**config.mk**
```make
export PLATFORM = sky130hd
export DESIGN_NAME = imem_loader
export DESIGN_NICKNAME = d
export VERILOG_FILES = /design/src/rtl/imem_loader.sv
export SDC_FILE = /design/constraint.sdc
export NUM_CORES = 1
export LEC_CHECK = 0
export ABC_AREA = 1
export BUFFER_PORTS_ARGS = -buffer_cell sky130_fd_sc_hd__buf_2
export CORE_MARGIN = 2
export CORE_UTILIZATION = 45
export DETAILED_ROUTE_END_ITERATION = 6
export GPL_ROUTABILITY_DRIVEN = 0
export MAX_ROUTING_LAYER = met4
export PLACE_DENSITY = 0.77
export SETUP_SLACK_MARGIN = 0.5
export SYNTH_ARGS = -nofsm -noshare
export SYNTH_HDL_FRONTEND = slang
export SYNTH_SLANG_ARGS = --single-unit
```
**constraint.sdc**
```tcl
create_clock -name clk -period 1.64 [get_ports clk]
set_clock_uncertainty 0.05 [all_clocks]
set_input_delay 0.492 -clock clk [delete_from_list [all_inputs] [get_ports clk]]
set_output_delay 0.492 -clock clk [all_outputs]
set_load 0.1 [all_outputs]
```
**src/rtl/imem_loader.sv**
```systemverilog
// imem_loader: receives a little-endian byte stream, packs it into 32-bit
// words and writes them into the instruction memory while holding the core
// stalled. When idle, the memory address port is handed back to the core's
// program counter.
module imem_loader #(
    parameter int N = 32,
    parameter int H = 16
) (
    input  logic         clk,
    input  logic         reset,
    input  logic         start,
    input  logic [7:0]   len_words,
    input  logic [7:0]   byte_in,
    input  logic         byte_valid,
    output logic         byte_ready,
    input  logic [N-1:0] program_counter,
    output logic [N-1:0] mem_addr,
    output logic [31:0]  mem_wdata,
    output logic         mem_we,
    output logic         core_stall,
    output logic         busy,
    output logic         done,
    output logic         error
);

    // Widened copy of the depth so len_words can be compared without
    // truncating either side.
    localparam logic [8:0] H_MAX = 9'(H);

    typedef enum logic [1:0] {
        IDLE  = 2'd0,
        RECV  = 2'd1,
        WRITE = 2'd2,
        DONE  = 2'd3
    } state_t;

    state_t      state;
    state_t      state_next;

    logic [7:0]  len_q;      // latched number of words for this load
    logic [7:0]  word_idx;   // index of the word being assembled/written
    logic [1:0]  byte_idx;   // byte lane the next accepted byte lands in
    logic [31:0] word_q;     // word under assembly

    logic        len_ok;     // len_words is in 1..H
    logic        accept;     // byte handshake completes this cycle
    logic        last_byte;  // accepted byte completes the word
    logic        last_word;  // the word being written is the final one

    // Handshake and length qualifiers shared by the FSM and the datapath.
    assign len_ok    = (len_words != 8'd0) && ({1'b0, len_words} <= H_MAX);
    assign accept    = (state == RECV) && byte_valid;
    assign last_byte = accept && (byte_idx == 2'd3);
    assign last_word = ((word_idx + 8'd1) == len_q);

    // State register; synchronous reset wins over any start or handshake.
    always_ff @(posedge clk) begin
        // NOTE: sequential state uses non-blocking assignments so every flop
        // samples the pre-edge values, independent of block ordering.
        if (reset) begin
            state <= IDLE;
        end else begin
            state <= state_next;
        end
    end

    // Next-state decode and all outputs, which depend only on the current
    // state (plus program_counter passthrough while idle).
    always_comb begin
        // NOTE: every signal written here gets a default first, so no branch
        // can leave one unassigned and infer a latch.
        state_next = state;
        byte_ready = 1'b0;
        mem_we     = 1'b0;
        mem_wdata  = 32'd0;
        mem_addr   = N'({word_idx, 2'b00});
        core_stall = 1'b1;
        busy       = 1'b1;
        done       = 1'b0;

        case (state)
            IDLE: begin
                mem_addr   = program_counter;
                core_stall = 1'b0;
                busy       = 1'b0;
                if (start && len_ok) begin
                    state_next = RECV;
                end
            end
            RECV: begin
                byte_ready = 1'b1;
                if (last_byte) begin
                    state_next = WRITE;
                end
            end
            WRITE: begin
                mem_we    = 1'b1;
                mem_wdata = word_q;
                state_next = last_word ? DONE : RECV;
            end
            DONE: begin
                done       = 1'b1;
                state_next = IDLE;
            end
            default: begin
                state_next = IDLE;
            end
        endcase
    end

    // Load bookkeeping: length latch, error flag, byte packing and word
    // index advance. Idle cycles of the byte stream leave all of it alone.
    always_ff @(posedge clk) begin
        // NOTE: word_q is a single register rather than a memory array, so
        // clearing it on reset is cheap and keeps partial words from leaking.
        if (reset) begin
            len_q    <= 8'd0;
            word_idx <= 8'd0;
            byte_idx <= 2'd0;
            word_q   <= 32'd0;
            error    <= 1'b0;
        end else begin
            case (state)
                IDLE: begin
                    if (start) begin
                        if (len_ok) begin
                            error    <= 1'b0;
                            len_q    <= len_words;
                            word_idx <= 8'd0;
                            byte_idx <= 2'd0;
                            word_q   <= 32'd0;
                        end else begin
                            error <= 1'b1;
                        end
                    end
                end
                RECV: begin
                    if (accept) begin
                        word_q[{byte_idx, 3'b000} +: 8] <= byte_in;
                        byte_idx                        <= byte_idx + 2'd1;
                    end
                end
                WRITE: begin
                    // On the final word the index is kept so DONE still
                    // presents the last written address.
                    if (!last_word) begin
                        word_idx <= word_idx + 8'd1;
                    end
                end
                default: begin
                end
            endcase
        end
    end

endmodule

```
==> impl_metrics.csv, run 1 <==
group,metric,value,unit
synth,synth_seq_area_share,0.332,
placement,place_hpwl,8750,um
synth,synthesis.yosys.warnings,0,
run_status,status,"did not finish",
die,ios,122,
grt,grt_max_degree,25,
placement,port_buffers,121,
die,die_height,88.3,um
synth,ys_seq_elements,53,
clocking,cts.sinks,53,
synth,syn_avg_cell_area,6.20,um2
die,die_x,88.3,um
die,initial_core_util,0.468,
clocking,root_buffer,"clkbuf_8",
run_status,error,"[ERROR DPL-0038] Utilization greater than 100%, impossible to legalize",
synth,netlist_instances,515,
placement,post_dp_cell_area,0.00589,mm2
placement,pre_cts_slack,-0.372,ns
timing,crit_endpoint,"mem_addr[18]",
synth,synth_fp_nets,573,
clocking,cts_buffers,5,
timing,worst_endpoint_kind,"primary output",
run_status,flow.stopped_at,"5_1_grt",
die,rows,30,
synth,synth_area,0.00320,mm2
clocking,clock_path_buffers,2,
clocking,htreeDepth,2,
synth,ys_types,28,
[stage by stage]
step / instances / utilization
after CTS: 799 / 0.945
after detailed placement: 770 / 0.863
after global placement: 770 / 0.863
after floorplan: 515 / -
[Yosys cell counts (all sizes together)]
master	number	area share
a211oi	1	0.0024
a21oi	49	0.077
buf	12	0.029
clkbuf	6	0.0070
dfxtp	53	0.33
ha	6	0.023
inv	101	0.12
nand2	75	0.094
nand3	32	0.064
nand3b	1	0.0063
nand4	1	0.0020
nor2	121	0.15
nor3	4	0.0063
nor4	2	0.0039
o21ai	47	0.074
o21bai	1	0.0024
or2	1	0.0020
xnor2	1	0.0027
xor2	1	0.0027
[cells by family after synthesis]
kind of cell	share of synthesized area
AO/OA/AOI/OAI	0.155
XOR/XNOR	0.00548
adder cells (fa/ha/maj)	0.0235
buffers and inverters	0.155
flip-flops	0.332
AND/OR/NAND/NOR	0.329
[what timing repair did]
item / 4_1_cts
hold buffers: 0
gates cloned: 5
buffers inserted: 16
endpoints found under the setup margin: 123
resized for setup: 85
pin swaps: 24
==> run 2, diff against run 1 <==
- CORE_UTILIZATION: 45 -> 40
- MAX_ROUTING_LAYER: met4 -> not set
- PLACE_DENSITY: 0.77 -> not set
- PLACE_DENSITY_LB_ADDON: not set -> 0.15
- SETUP_SLACK_MARGIN: 0.5 -> not set
- clock period: 1.64 -> 2.1 ns (I/O delays scaled with it)
==> run 2 against run 1 <==
Effect of this change:
- the flow now finishes, with violations (negative setup slack)
- synthesized cell count is the same
- area after synthesis is the same
==> impl_metrics.csv, run 2 <==
group,metric,value,unit
route,firstDrtPassIters,5,
min_path,min_path_type,"reg -> reg",
layout,drive_gt1_frac,0.397,
critical_path,worstSetupStartpoint,"state[0]$_SDFFE_PP0P_",
flow_run,drv_cap,0,
clocking,cts.sinks,53,
synth,synth_ff_type,"dfxtp_1",
synth,yosys-top-cells-area,"dfxtp_1 33%, nor2_1 14%, inv_1 11%, nand2_1 8.1%, a21oi_1 7.7%",
timing,hold_viol,0,
layout,mostFrequentLayoutCells,"95 x inv_1, 73 x buf_12, 61 x nand2_1, 59 x nor2_4, 59 x nor2_1",
die,die_x,93.4,um
die,rows,32,
clocking,cts_hold_buf,0,
grt,grt_max_degree,25,
clocking,clock_latency,0.31,ns
timing,fin_crit,2.13,ns
die,core,0.00773,mm2
route,drc,0,
die,ios,122,
critical_path,start_kind,"flop",
run_status,violations,"negative setup slack",
route,vias_per_cell,4.91,
critical_path,cp-end-kind,"primary output",
layout,top_regs,"word_q: 32 flops, len_q: 8 flops, word_idx: 8 flops",
critical_path,r2r_start,"word_idx[0]$_SDFFE_PP0P_",
timing,holdWs,0.414,ns
critical_path,arrival,1.45,ns
min_path,hp-start,"len_q[7]$_SDFFE_PP0P_",
clocking,root_buffer,"clkbuf_8",
clocking,cts_tree,"yes",
timing,worst_pin_slew,0.487,ns
layout,final_net_count,709,
critical_path,slowest_stage,"dfxtp_4",
clocking,clock_path_buffers,2,
synth,synth_seq_area_share,0.332,
synth,synthesis.yosys.warnings,0,
placement,place_hpwl,7610,um
power,power.leakage,2.31,nW
timing,period_share,1.02,
power,p_per_area,444,mW/mm2
synth,synth_most_common_cell,"nor2_1",
timing,rsz0062_at_grt,"true",
critical_path,worstPathRequired,1.42,ns
synth,synth_fp_nets,573,
timing,layout_setup_ws,-0.0338,ns
synth,ys_types,28,
power,finalPower,2.57,mW
timing,max_freq,0.469,GHz
grt,grt_pass1_vias,3603,
route,totalWireLength,9850,um
grt,grt_pass1_wl,16000,um
synth,synth_area_leader_cell,"dfxtp_1",
placement,port_buffers,121,
grt,antenna_found_initial,0,
critical_path,crit_chain,"nor2_4, inv_4, buf_12, nor2_4, buf_12",
layout,n_antenna_cell,0,
synth,synth-async-reset-ratio,0,
run_status,status,"finished with violations",
grt,globalRouteOverflowTotal,0,
power,ir_worst_vdd,0.286,mV
synth,yosysTopAreaCellShare,0.332,
synth,ys_seq_elements,53,
layout,largest-register,"word_q",
clocking,clkSlewWorstSetupHoldPaths,0.10,ns
synth,syn_avg_cell_area,6.20,um2
layout,area_growth,80.9,%
clocking,cts_buffers,5,
layout,fill_cells,578,
synth,synth_edf_count,0,
route,wire_per_inst,13.1,um
layout,largest_reg_flops,32,
clocking,htreeDepth,2,
critical_path,critPathMaxStageDelay,0.38,ns
critical_path,crit_fanout,11,
layout,final_common_cell,"inv_1",
synth,netlist_instances,515,
timing,slew_headroom,0.677,
synth,synthTopCellsByCount,"115 x nor2_1, 97 x inv_1, 69 x nand2_1",
grt,grt_use_total,0.224,
synth,synth_area,0.00320,mm2
critical_path,crit_type,"reg -> out",
placement,pre_cts_slack,-0.0383,ns
route,ant_nets,0,
die,die_height,93.4,um
die,die_area,0.00872,mm2
timing,setup_viol,37,
route,vias,3701,
die,initial_core_util,0.414,
route,drt_iter0_drc,289,
timing,drv_slew,0,
run 2: power by group:
group	total, mW	switching (mW)	leakage, nW	internal, mW
Sequential	1.06	0.0190	0.432	1.05
Clock	0.611	0.368	0.0452	0.244
Combinational	0.891	0.581	1.84	0.310
run 2: timing repair:
action / in CTS / in global routing
gates cloned: 1 / 1
pin swaps: 6 / 1
buffers inserted: 3 / 4
hold endpoints to repair: 0 / 0
endpoints found under the setup margin: 67 / 78
gates resized for setup: 8 / 12
run 2: worst max-delay path, delay by kind of cell (launching register included):
kind	cells	cell delay [ns]
DFF	1	0.38
and+or+nand+nor	2	0.31
buffers and inverters	3	0.43
run 2: kinds of logic (layout without fill, tap and decap cells):
kind of cell | after synthesis | in the layout | synth area share
flops | 53 | 53 | 0.332
simple gates | 237 | 237 | 0.329
xor+xnor | 2 | 2 | 0.00548
fa+ha+maj | 6 | 6 | 0.0235
buf+inv | 119 | 256 | 0.155
compound gates | 98 | 98 | 0.155
run 2: through the flow:
stage	util	instances	instance area [um2]	setup TNS (ns)
after floorplan	-	515	3770	-18.08
after global placement	0.714	737	5520	-0.0171
after detailed placement	0.714	737	5520	-0.167
after CTS	0.736	749	5690	-0.375
after global routing	0.748	754	5780	-3.48
final	0.748	754	5780	-0.431
run 2: cell type report:
| class | instances | area, um2 | area share |
|---|---|---|---|
| Multi-Input combinational cell | 343 | 2190 | 0.378 |
| Tap cell | 102 | 128 | 0.0221 |
| Inverter | 101 | 398 | 0.0688 |
| Sequential cell | 53 | 1070 | 0.185 |
| Timing Repair Buffer | 146 | 1890 | 0.328 |
| Clock buffer | 5 | 68.8 | 0.0119 |
| Clock inverter | 3 | 25.0 | 0.00433 |
| Timing Repair inverter | 1 | 11.3 | 0.00195 |
run 2: final timing paths:
check | cells past startpoint | slack [ns] | end
worst max-delay path | 5 | -0.03 | mem_addr[24]
worst min-delay path | 2 | 0.41 | len_q[7]$_SDFFE_PP0P_
worst max register to register | 12 | 0.21 | word_idx[1]$_SDFFE_PP0P_
worst min register to register | 2 | 0.41 | len_q[7]$_SDFFE_PP0P_
run 2: routing by layer:
metal,track usage,wire (um)
met1,0.277,4140
met2,0.398,4690
met3,0.0459,877
met4,0.0564,141
met5,0,0
Note: power is estimated with default switching activity, not from simulation.
==> run 3, diff against run 2 <==
- clock period: 2.1 -> 1.8 ns (I/O delays scaled with it)
==> run 3 against run 2 <==
Effect of this change:
- the flow still finishes with violations (negative setup slack)
- non-clock buffer count up 21
- utilization up 6.0 points
- via count up 8.7%
- global-route usage up 1.1 points
- clock power up 38%
- final cell count up 3.3%
- cell area up 8.0%
- first-iteration DRC count up 27%
- sequential power up 17%
- combinational power up 23%
- wire length up 14%
- total power up 24%
- critical path type unchanged
- critical endpoint is now mem_wdata[13]
- largest power group unchanged
- highest routed layer unchanged
==> impl_metrics.csv, run 3 (synthesized netlist as in run 2, its figures left out) <==
group,metric,value,unit
placement,port_buffers,121,
die,rows,32,
clocking,cts_tree,"yes",
power,ir_worst_vdd,0.308,mV
clocking,cts.sinks,53,
clocking,root_buffer,"clkbuf_8",
route,dr_wl_met3,1060,um
layout,utilization,0.807,
layout,top_regs,"word_q: 32 flops, len_q: 8 flops, word_idx: 8 flops",
flow_run,drv_cap,0,
die,core,0.00773,mm2
clocking,clkSlewWorstSetupHoldPaths,0.09,ns
critical_path,arrival,1.54,ns
route,top_layer_used,"met4",
critical_path,crit_chain,"inv_2, nor2_4, inv_6, buf_12, nor2_4, buf_12",
grt,grt_pass1_vias,3724,
timing,max_freq,0.470,GHz
timing,layout_setup_ws,-0.327,ns
clocking,htreeDepth,2,
die,initial_core_util,0.414,
route,totalWireLength,11200,um
timing,drv_slew,0,
layout,multi_input_area,0.00237,mm2
route,firstDrtPassIters,7,
power,p_per_area,511,mW/mm2
die,die_height,93.4,um
layout,fill_cells,475,
placement,post_dp_cell_area,0.00574,mm2
layout,fin_area,0.00624,mm2
critical_path,start_kind,"flop",
placement,post-place-cells,756,
timing,fin_crit,2.13,ns
timing,slew_headroom,0.675,
layout,finalNonFillerCells,779,
timing,tns,-18.97,ns
placement,place_hpwl,7940,um
timing,rsz0062_at_grt,"true",
die,ios,122,
critical_path,critPathBufInv,4,
critical_path,cp-end-kind,"primary output",
run_status,violations,"negative setup slack",
route,wl_met2,5650,um
route,vias_per_cell,5.16,
critical_path,critPathMaxStageDelay,0.38,ns
layout,largest_reg_flops,32,
route,wire_per_inst,14.4,um
layout,area_growth,95.3,%
timing,worst_pin_slew,0.491,ns
layout,mostFrequentLayoutCells,"93 x inv_1, 77 x buf_12, 62 x nand2_1, 59 x nor2_4, 58 x nor2_1",
grt,grt_use_total,0.235,
layout,final_net_count,734,
critical_path,crit_type,"reg -> out",
clocking,cts_buffers,5,
layout,regArea,0.00107,mm2
clocking,clock_latency,0.32,ns
route,drt_iter0_drc,368,
layout,n_antenna_cell,0,
grt,antenna_found_initial,0,
critical_path,worstPathRequired,1.21,ns
route,met1Wirelength,4250,um
layout,final_common_cell,"inv_1",
die,die_area,0.00872,mm2
timing,period_share,1.18,
grt,grt_pass1_wl,16800,um
layout,drive_gt1_frac,0.446,
route,drc,0,
critical_path,critical_path.top_delay_family,"buffers and inverters",
layout,largest-register,"word_q",
timing,hold_viol,0,
critical_path,slowest_stage,"dfxtp_4",
route,ant_nets,0,
timing,holdWs,0.394,ns
grt,globalRouteOverflowTotal,0,
critical_path,crit_fanout,8,
min_path,min_path_type,"in -> reg",
run_status,status,"finished with violations",
clocking,clock_path_buffers,2,
power,power.leakage,2.49,nW
grt,grt_max_degree,39,
route,vias,4023,
die,die_x,93.4,um
timing,setup_viol,80,
[run 3: cell types whose count changed in the layout (fill, tap and decap cells not counted), moves of 3 or more]
cell	before	now
buf_4	19	26
dfxtp_1	50	47
a21oi_1	49	42
nand3_4	1	5
buf_12	73	77
o21ai_1	1	6
buf_6	0	9
a21oi_2	0	7
o21ai_0	38	32
nand2_2	12	9
[run 3: layer usage]
layer | GRT usage | up-vias
li1 | - | 1921
met1 | 0.288 | 1841
met2 | 0.409 | 225
met3 | 0.0604 | 36
met4 | 0.0613 | 0
met5 | 0 | -
[run 3: through the flow]
stage               power (mW)  setup WS [ns]
CTS                       3.12         -0.270
finish                    3.19         -0.327
detailed placement        2.30         -0.224
floorplan                 1.93         -0.675
global placement          2.28         -0.135
global route              3.29         -0.386
[run 3: worst paths after layout]
kind | from | endpoint | slack [ns] | cells past startpoint
worst max-delay path | state[1]$_SDFFE_PP0P_ | mem_wdata[13] | -0.33 | 6
worst min-delay path | reset | state[0]$_SDFFE_PP0P_ | 0.39 | 2
worst max register to register | state[1]$_SDFFE_PP0P_ | word_idx[0]$_SDFFE_PP0P_ | -0.14 | 12
worst min register to register | len_q[7]$_SDFFE_PP0P_ | len_q[7]$_SDFFE_PP0P_ | 0.43 | 2
[run 3: cell type report]
cell class	instances	share of cell area
Clock inverter	3	0.00702
Multi-Input combinational cell	348	0.379
Clock buffer	5	0.0110
Timing Repair Buffer	167	0.347
Sequential cell	53	0.172
Inverter	101	0.0634
Tap cell	102	0.0205
[run 3: report_power, final]
| part | total, mW | internal [mW] | leakage (nW) | switching (mW) |
|---|---|---|---|---|
| sequential | 1.24 | 1.22 | 0.433 | 0.0213 |
| clock | 0.843 | 0.418 | 0.0585 | 0.426 |
| combinational | 1.10 | 0.395 | 2.00 | 0.708 |
[run 3: repair_timing]
item                       4_1_cts  5_1_grt
hold endpoints to repair         0        0
setup buffers                    5        5
setup endpoints to repair       71      110
resized for setup               13       45
hold buffers                     0        0
pin swaps                        7       16
gates cloned                     0        7
